**src/rtl/toeplitz_deserializer.sv**
```systemverilog
// Serial-to-parallel receiver: packs qbit/qbiten into L-bit words (MSB first) and queues them
// in a DEPTH-entry FIFO with a valid/ready output. Define DESER_WORDCNT_EN to add word_cnt.
module toeplitz_deserializer #(
  parameter int unsigned L     = 128,
  parameter int unsigned DEPTH = 2
) (
  input  logic         clk,
  input  logic         reset,
  input  logic         qbit,
  input  logic         qbiten,
  output logic [L-1:0] dout,
  output logic         dout_valid,
  input  logic         dout_ready,
  output logic         ovf,
  input  logic         ovf_clr
`ifdef DESER_WORDCNT_EN
  ,
  output logic [31:0]  word_cnt
`endif
);

  localparam int unsigned BW = $clog2(L);
  localparam int unsigned PW = $clog2(DEPTH);
  localparam logic [BW-1:0] BLast = BW'(L - 1);

  // The oldest shifted bit is never read back, so only L-1 bits are held.
  logic [L-2:0]  sr_q, sr_d;
  logic [BW-1:0] bcnt_q, bcnt_d;
  logic [PW:0]   wr_ptr_q, wr_ptr_d;
  logic [PW:0]   rd_ptr_q, rd_ptr_d;
  logic          ovf_q, ovf_d;
  logic [L-1:0]  mem_q [DEPTH];

  logic [L-1:0]  word;
  logic          word_done;
  logic          empty;
  logic          full;
  logic          pop;
  logic          push;
  logic          drop;

  always_comb begin
    word      = {sr_q, qbit};
    word_done = qbiten && (bcnt_q == BLast);
    empty     = (wr_ptr_q == rd_ptr_q);
    full      = (wr_ptr_q[PW] != rd_ptr_q[PW]) &&
                (wr_ptr_q[PW-1:0] == rd_ptr_q[PW-1:0]);
    pop       = !empty && dout_ready;
    // A pop in the same cycle frees the slot, so a full FIFO can still accept.
    push      = word_done && (!full || pop);
    drop      = word_done && full && !pop;
  end

  always_comb begin
    sr_d     = sr_q;
    bcnt_d   = bcnt_q;
    wr_ptr_d = wr_ptr_q;
    rd_ptr_d = rd_ptr_q;
    ovf_d    = ovf_q;

    if (qbiten) begin
      sr_d   = word[L-2:0];
      bcnt_d = word_done ? '0 : bcnt_q + BW'(1);
    end
    if (push) begin
      wr_ptr_d = wr_ptr_q + (PW+1)'(1);
    end
    if (pop) begin
      rd_ptr_d = rd_ptr_q + (PW+1)'(1);
    end
    // Overflow takes priority over a simultaneous clear.
    if (drop) begin
      ovf_d = 1'b1;
    end else if (ovf_clr) begin
      ovf_d = 1'b0;
    end
  end

  always_ff @(posedge clk) begin
    if (!reset) begin
      sr_q     <= '0;
      bcnt_q   <= '0;
      wr_ptr_q <= '0;
      rd_ptr_q <= '0;
      ovf_q    <= 1'b0;
    end else begin
      sr_q     <= sr_d;
      bcnt_q   <= bcnt_d;
      wr_ptr_q <= wr_ptr_d;
      rd_ptr_q <= rd_ptr_d;
      ovf_q    <= ovf_d;
    end
  end

  // Storage needs no reset: entries are only visible between pointers.
  always_ff @(posedge clk) begin
    if (push) begin
      mem_q[wr_ptr_q[PW-1:0]] <= word;
    end
  end

  assign dout       = mem_q[rd_ptr_q[PW-1:0]];
  assign dout_valid = !empty;
  assign ovf        = ovf_q;

`ifdef DESER_WORDCNT_EN
  logic [31:0] word_cnt_q;

  always_ff @(posedge clk) begin
    if (!reset) begin
      word_cnt_q <= '0;
    end else if (push && reset) begin
      word_cnt_q <= word_cnt_q + 32'd1;
    end
  end

  assign word_cnt = word_cnt_q;
`endif

endmodule

```
**config.mk**
```make
export PLATFORM = sky130hd
export DESIGN_NAME = toeplitz_deserializer
export DESIGN_NICKNAME = d
export VERILOG_FILES = /design/src/rtl/toeplitz_deserializer.sv
export SDC_FILE = /design/constraint.sdc
export NUM_CORES = 1
export LEC_CHECK = 0
export ABC_CLOCK_PERIOD_IN_PS = 14900
export BUFFER_PORTS_ARGS = -buffer_cell sky130_fd_sc_hd__buf_2
export CORE_ASPECT_RATIO = 1.1
export CORE_MARGIN = 2
export CORE_UTILIZATION = 47
export CTS_CLUSTER_SIZE = 12
export DETAILED_ROUTE_END_ITERATION = 8
export PLACE_DENSITY = 0.66
export SETUP_SLACK_MARGIN = 0.3
export SYNTH_ARGS = -nofsm -noshare
export SYNTH_HDL_FRONTEND = slang
export SYNTH_SLANG_ARGS = --single-unit
```
**constraint.sdc**
```tcl
create_clock -name clk -period 14.9 [get_ports clk]
set_input_delay 3.725 -clock clk [delete_from_list [all_inputs] [get_ports clk]]
set_output_delay 3.725 -clock clk [all_outputs]
set_load 0.05 [all_outputs]
```
==> results of run 1 <==
## routing by layer
metal,part of all wire,track usage
met1,0.43,0.183
met2,0.50,0.263
met3,0.048,0.0326
met4,0.022,0.0516
met5,0,0
## logic make-up after synthesis
family,Yosys count,synth area share
AOI/OAI and AO/OA,9,0.00370
adders and majority gates,1,0.000881
and+or+nand+nor,154,0.0432
buffers and inverters,45,0.0144
xor gates and xnor gates,10,0.00617
DFF,396,0.739
muxes,257,0.193
## state kept, by name, indices dropped and copies added, names as in the netlist, named ones only
| register | cells |
|---|---|
| wr_ptr_q | 2 |
| ovf | 1 |
| mem_q | 256 |
| sr_q | 127 |
| bcnt_q | 7 |
| rd_ptr_q | 2 |
## power groups by stage
stage | Combinational (mW) | Clock, mW | Sequential [mW]
after floorplan | 0.0211 | 0 | 1.18
after global placement | 0.0261 | 0 | 1.18
after detailed placement | 0.0263 | 0 | 1.18
after CTS | 0.0263 | 0.910 | 1.16
after global routing | 0.0278 | 0.952 | 1.16
final | 0.0258 | 0.889 | 1.16
## cell type report
class | count | area (um^2) | area share
multi-input cells | 431 | 3510 | 0.215
clock buffers | 70 | 1140 | 0.0700
well taps | 374 | 468 | 0.0286
flip-flops and latches | 396 | 10500 | 0.641
repair buffers | 143 | 742 | 0.0453
inverters | 1 | 6.26 | 0.000382
## per-stage QoR
stage / utilization / std cells / hold WS (ns)
finish: 0.552 / 1415 / 0.460
CTS: 0.552 / 1415 / 0.455
floorplan: - / 872 / 0.425
detailed placement: 0.513 / 1345 / 0.441
global route: 0.552 / 1415 / 0.479
global placement: 0.513 / 1345 / 0.432
## cells in the mapped netlist (2+ instances only)
master / number / area [um^2]
a21oi_1: 3 / 15.0
and3_1: 2 / 12.5
buf_2: 28 / 140
clkbuf_1: 16 / 60.1
dfxtp_1: 140 / 2800
edfxtp_1: 256 / 7690
mux2_2: 128 / 1440
mux2i_1: 129 / 1290
nand2_1: 2 / 7.51
nand2b_1: 2 / 12.5
nor2_1: 138 / 518
nor3_1: 4 / 20.0
o21a_1: 2 / 15.0
o21ai_0: 3 / 15.0
xnor2_1: 4 / 35.0
xor2_1: 6 / 52.6
## worst min-delay path by stage
stage | slack, ns | to | start
finish | 0.46 | mem_q[0][127]$_DFFE_PP_ | sr_q[126]$_SDFFE_PN0P_
global route | 0.48 | mem_q[1][127]$_DFFE_PP_ | sr_q[126]$_SDFFE_PN0P_
CTS | 0.45 | mem_q[0][127]$_DFFE_PP_ | sr_q[126]$_SDFFE_PN0P_
detailed placement | 0.44 | mem_q[0][127]$_DFFE_PP_ | sr_q[126]$_SDFFE_PN0P_
global placement | 0.43 | mem_q[1][127]$_DFFE_PP_ | sr_q[126]$_SDFFE_PN0P_
floorplan | 0.42 | mem_q[0][127]$_DFFE_PP_ | sr_q[126]$_SDFFE_PN0P_
==> flow_summary.ini, run 1 <==
[final_layout]
layout.nets = 1019
num_antenna_cells = 0
fillers = 2359
layout_commonest_cell = edfxtp_1
area.growth.synth_to_final_pct = 15.3
final_cell_mix = 256 x edfxtp_1, 139 x dfxtp_1, 137 x nor2_1
fin_area_um2 = 16400
drive_gt1_frac = 0.306

[timing]
max_freq_mhz = 142
finalSetupTns_ns = 0
slew_violations = 0
rsz0062_at_grt = false
slew_headroom = 0.324
fin_skew_ns = 0.0134
tightest_slew_ns = 1.01
layout_worst_path_cycle_share = 0.472
setup_violations = 0
setup_ws_ns = 7.87
hold_viol_final = 0
fin_crit_ns = 7.03

[cts]
clock_sink_count = 396
cts_resized = 0
numCtsBuffers = 39
root_buffer = clkbuf_16
htree_levels = 2
postCtsSetupBuffers = 0
path_clk_slew_ns = 0.06
cts_hold_buf = 0
clk_path_buf_depth = 3
cts_tree = done
clock_latency_ns = 0.51

[floorplan]
rows = 66
chipWidth_um = 170
die_h_um = 186
start_util = 0.479
dieArea_um2 = 31600
io_pins = 136
core_um2 = 29600

[place]
place.gp.congestion = 0.704
dpl.hpwl_um = 13300
dpl-instance-area_um2 = 15200
dp_slack_ns = 7.23
numPortBuffers = 135

[logic_synthesis]
synth_nets = 879
avgSynthCellArea_um2 = 16.3
yosysWarnings = 0
synthDistinctLibCells = 25
synth_cells = 872
synth_async_sr_flop_share = 0
synthesis.area_um2 = 14200
synth_seq_cells = 396
synth_ff_type = edfxtp_1
ys_seq_area_frac = 0.739
synth_edf_count = 256

[critical_path]
endpoint = mem_q[1][2]$_DFFE_PP_
cp.arrival_ns = 7.16
worst_setup_path_end_kind = register
cpPeakStageDelay_ns = 0.79
cp.depth = 6
crit_path_start = qbiten
critPathKind = input pin to register
crit_fanout = 77
startpoint_type = input pin
regToRegStartpoint = bcnt_q[0]$_SDFFE_PN0P_
worstPathCellList = buf_6, and4_4, nand2_2, nor2_4, buf_4, buf_4
worstPathRequired_ns = 15.03
worst-path-buf-inv = 3
worst_path_most_repeated_cell = buf_4
r2r_cells = 6
path_delay_family = buffers and inverters
r2r_end = mem_q[1][2]$_DFFE_PP_
rrSetupSlack_ns = 11.38
crit_path_top_delay_cell = nor2_4

[global_routing]
grt_pass1_wl_um = 37200
grt_pass1_vias = 7090
antenna_found_initial = 0
grt_max_degree = 92
gr-usage-all-layers = 0.149
grt.overflow.total = 0

[power_and_ir_drop]
power.internal_mw = 1.68
ir_worst_vdd_mv = 0.0704
swShare = 0.188
p_total_mw = 2.07
p_sw_mw = 0.390
clock_power_share = 0.429
p_leak_nw = 6.85
power_frac_seq = 0.558
power_density_nw_per_um2 = 127
combPwrFrac = 0.012

[drt]
first_iter_violations = 407
num_vias = 7113
drt-total-wl_um = 23600
drtPass1Iterations = 4
viasPerCell = 5.03
wl_per_cell_um = 16.7
drc = 0
antenna_left = 0

[min_path]
hold_class = register to register
hold-path-cell-count = 0

[flow_run]
drv_cap = 0

[run_status]
status = complete, no violations
No activity file was read; power rests on OpenSTA's default activity.
==> run 2, diff against run 1 <==
--- a/config.mk
+++ b/config.mk
@@ -5,14 +5,15 @@
 export SDC_FILE = /design/constraint.sdc
 export NUM_CORES = 1
 export LEC_CHECK = 0
-export ABC_CLOCK_PERIOD_IN_PS = 14900
+export ABC_AREA = 1
+export ABC_CLOCK_PERIOD_IN_PS = 5900
 export BUFFER_PORTS_ARGS = -buffer_cell sky130_fd_sc_hd__buf_2
 export CORE_ASPECT_RATIO = 1.1
 export CORE_MARGIN = 2
 export CORE_UTILIZATION = 47
 export CTS_CLUSTER_SIZE = 12
 export DETAILED_ROUTE_END_ITERATION = 8
-export PLACE_DENSITY = 0.66
+export PLACE_DENSITY = 0.68
 export SETUP_SLACK_MARGIN = 0.3
 export SYNTH_ARGS = -nofsm -noshare
 export SYNTH_HDL_FRONTEND = slang
==> constraint.sdc (replaced) <==
create_clock -name clk -period 5.9 [get_ports clk]
set_input_delay 1.475 -clock clk [delete_from_list [all_inputs] [get_ports clk]]
set_output_delay 1.475 -clock clk [all_outputs]
set_load 0.05 [all_outputs]
==> run 2 against run 1 <==
  * Setup slack lost 6.1 ns
  * Combinational power increased to 4.7 times the previous value
  * Clock-buffer cell count decreased by 7
  * Sequential share of layout area is 0.25 points higher
  * Cell area down 0.38%
  * Area after synthesis grew 0.13%
  * Total power rose to 2.6 times the previous value
  * Synthesized cell count up 19%
  * Critical path depth shrank 3
  * Hold slack improved by 0.0095 ns
  * Critical endpoint is now dout[85]
==> flow_summary.ini, run 2 <==
[final_layout]
layout.nets = 1172
fillers = 2413
drive_gt1_frac = 0.272
multi_input_area_um2 = 3350
area.growth.synth_to_final_pct = 14.7
regArea_um2 = 10500
final_cell_mix = 265 x nor2_1, 256 x edfxtp_1, 139 x dfxtp_1
layout_commonest_cell = nor2_1
num_antenna_cells = 0
largest_register_ffs = 256
fin_area_um2 = 16300

[critical_path]
cpPeakStageDelay_ns = 1.00
r2r_end = mem_q[1][75]$_DFFE_PP_
crit_fanout = 71
worst_setup_path_end_kind = output port
r2r_cells = 8
worstPathCellList = buf_12, mux2_2, buf_2
startpoint_type = register
crit_path_top_delay_cell = dfxtp_4
worstPathRequired_ns = 4.43
cp.arrival_ns = 2.61
rrSetupSlack_ns = 3.31
regToRegStartpoint = bcnt_q[1]$_SDFFE_PN0P_
critPathKind = register to output port

[floorplan]
rows = 66
die_h_um = 186
chipWidth_um = 170
io_pins = 136
start_util = 0.479
core_um2 = 29600
dieArea_um2 = 31600

[logic_synthesis]
yosysMostFrequentCell = nor2_1
synth_nets = 1044
yosysWarnings = 0
ys_seq_area_frac = 0.738
synth_edf_count = 256
synth_seq_cells = 396
synth_top_area_cell = edfxtp_1
avgSynthCellArea_um2 = 13.7
synth_ff_type = edfxtp_1
synthTopCellsByArea = edfxtp_1 54%, dfxtp_1 20%, mux2_2 10%
synth_top_area_share = 0.541
synth_cells = 1037
synthDistinctLibCells = 24
yosys-top-cells-count = 266 x nor2_1, 256 x edfxtp_1, 140 x dfxtp_1
synthesis.area_um2 = 14200
synth_async_sr_flop_share = 0

[global_routing]
busiest_layer = met2
met1_usage = 0.211
grt_pass1_vias = 7881
grt_max_degree = 129
use_met3 = 0.0337
grt_pass1_wl_um = 40700
gr-usage-all-layers = 0.160
antenna_found_initial = 0
met2_usage = 0.270
grt.overflow.total = 0

[drt]
drt-total-wl_um = 25200
wl_per_cell_um = 16.1
drc = 0
viasPerCell = 5.04
antenna_left = 0
drtPass1Iterations = 5
num_vias = 7894
first_iter_violations = 569

[cts]
cts_tree = done
cts_hold_buf = 0
root_buffer = clkbuf_16
cts_resized = 0
clk_path_buf_depth = 3
path_clk_slew_ns = 0.06
postCtsSetupBuffers = 0
htree_levels = 2
clock_latency_ns = 0.52
clock_sink_count = 396
numCtsBuffers = 40

[place]
dpl-instance-area_um2 = 15100
numPortBuffers = 135
place.gp.congestion = 0.720
dp_slack_ns = 1.54
dpl.hpwl_um = 13900

[power_and_ir_drop]
power_density_nw_per_um2 = 333
p_leak_nw = 5.88
ir_worst_vdd_mv = 0.213

[timing]
whs_ns = 0.469
slew_violations = 0
hold_viol_final = 0
max_freq_mhz = 245
tightest_slew_ns = 1.00
slew_headroom = 0.332
fin_skew_ns = 0.0138
setup_violations = 0
rsz0062_at_grt = false
setup_ws_ns = 1.81
finalSetupTns_ns = 0
layout_worst_path_cycle_share = 0.693
fin_crit_ns = 4.09

[flow_run]
drv_cap = 0

[min_path]
hold_class = register to register
hold-path-cell-count = 0
hp-start = sr_q[6]$_SDFFE_PN0P_
min_to = mem_q[0][7]$_DFFE_PP_

[run_status]
status = complete, no violations
==> run 2: cell count changes after synthesis, sizes merged, moves of 4 or more <==
cell	previous run	this run
nor2	138	267
nand3	0	9
nand2	3	21
clkbuf	16	23
a21oi	3	7
buf	28	33
o21ai	3	129
mux2i	129	0
inv	1	14
==> run 2: stage by stage <==
step	total power [mW]	utilization	cells
finish	5.43	0.550	1566
detailed placement	3.24	0.511	1497
global route	5.64	0.550	1566
global placement	3.23	0.511	1497
floorplan	3.21	-	1037
CTS	5.49	0.550	1566
==> run 2: cells by family after synthesis <==
family                     after synthesis  share of synthesized area
xor gates and xnor gates                 4                    0.00247
buffers and inverters                   70                     0.0267
muxes                                  128                      0.101
AOI/OAI and AO/OA                      138                     0.0489
DFF                                    396                      0.738
and+or+nand+nor                        300                     0.0815
adders and majority gates                1                   0.000880
==> run 2: worst max path at each step <==
stage          slack (ns)      from  cells after the start                     end
6_report             1.81  register                      3                dout[85]
5_1_grt              1.64  register                      3               dout[125]
4_1_cts              1.72  register                      3                dout[86]
3_5_place_dp         1.54    qbiten                      6  mem_q[1][73]$_DFFE_PP_
3_3_place_gp         1.52    qbiten                      6  mem_q[1][75]$_DFFE_PP_
2_1_floorplan        1.00    qbiten                      5   mem_q[1][0]$_DFFE_PP_
==> run 2: layout make-up <==
cell class	instances	area share
Sequential cell	396	0.644
Multi-Input combinational cell	571	0.205
Clock buffer	63	0.0685
Timing Repair Buffer	142	0.0473
Tap cell	374	0.0287
Inverter	14	0.00368
Clock inverter	6	0.00269
==> run 2: power breakdown <==
group | internal, mW | switching, mW
Combinational | 0.0401 | 0.0823
Sequential | 3.01 | 0.0518
Clock | 1.30 | 0.956
Total | 4.34 | 1.09
==> run 2: layer usage <==
metal  part of all wire  wire, um
met5                  0         0
met4              0.021       523
met3              0.049      1240
met2               0.48     12000
met1               0.45     11300
==> run 2: worst max-delay path: cells and delay by family, from the launching register on <==
family	cells	cell delay [ns]
mux	1	0.41
flops	1	1.00
buf+inv	2	0.61
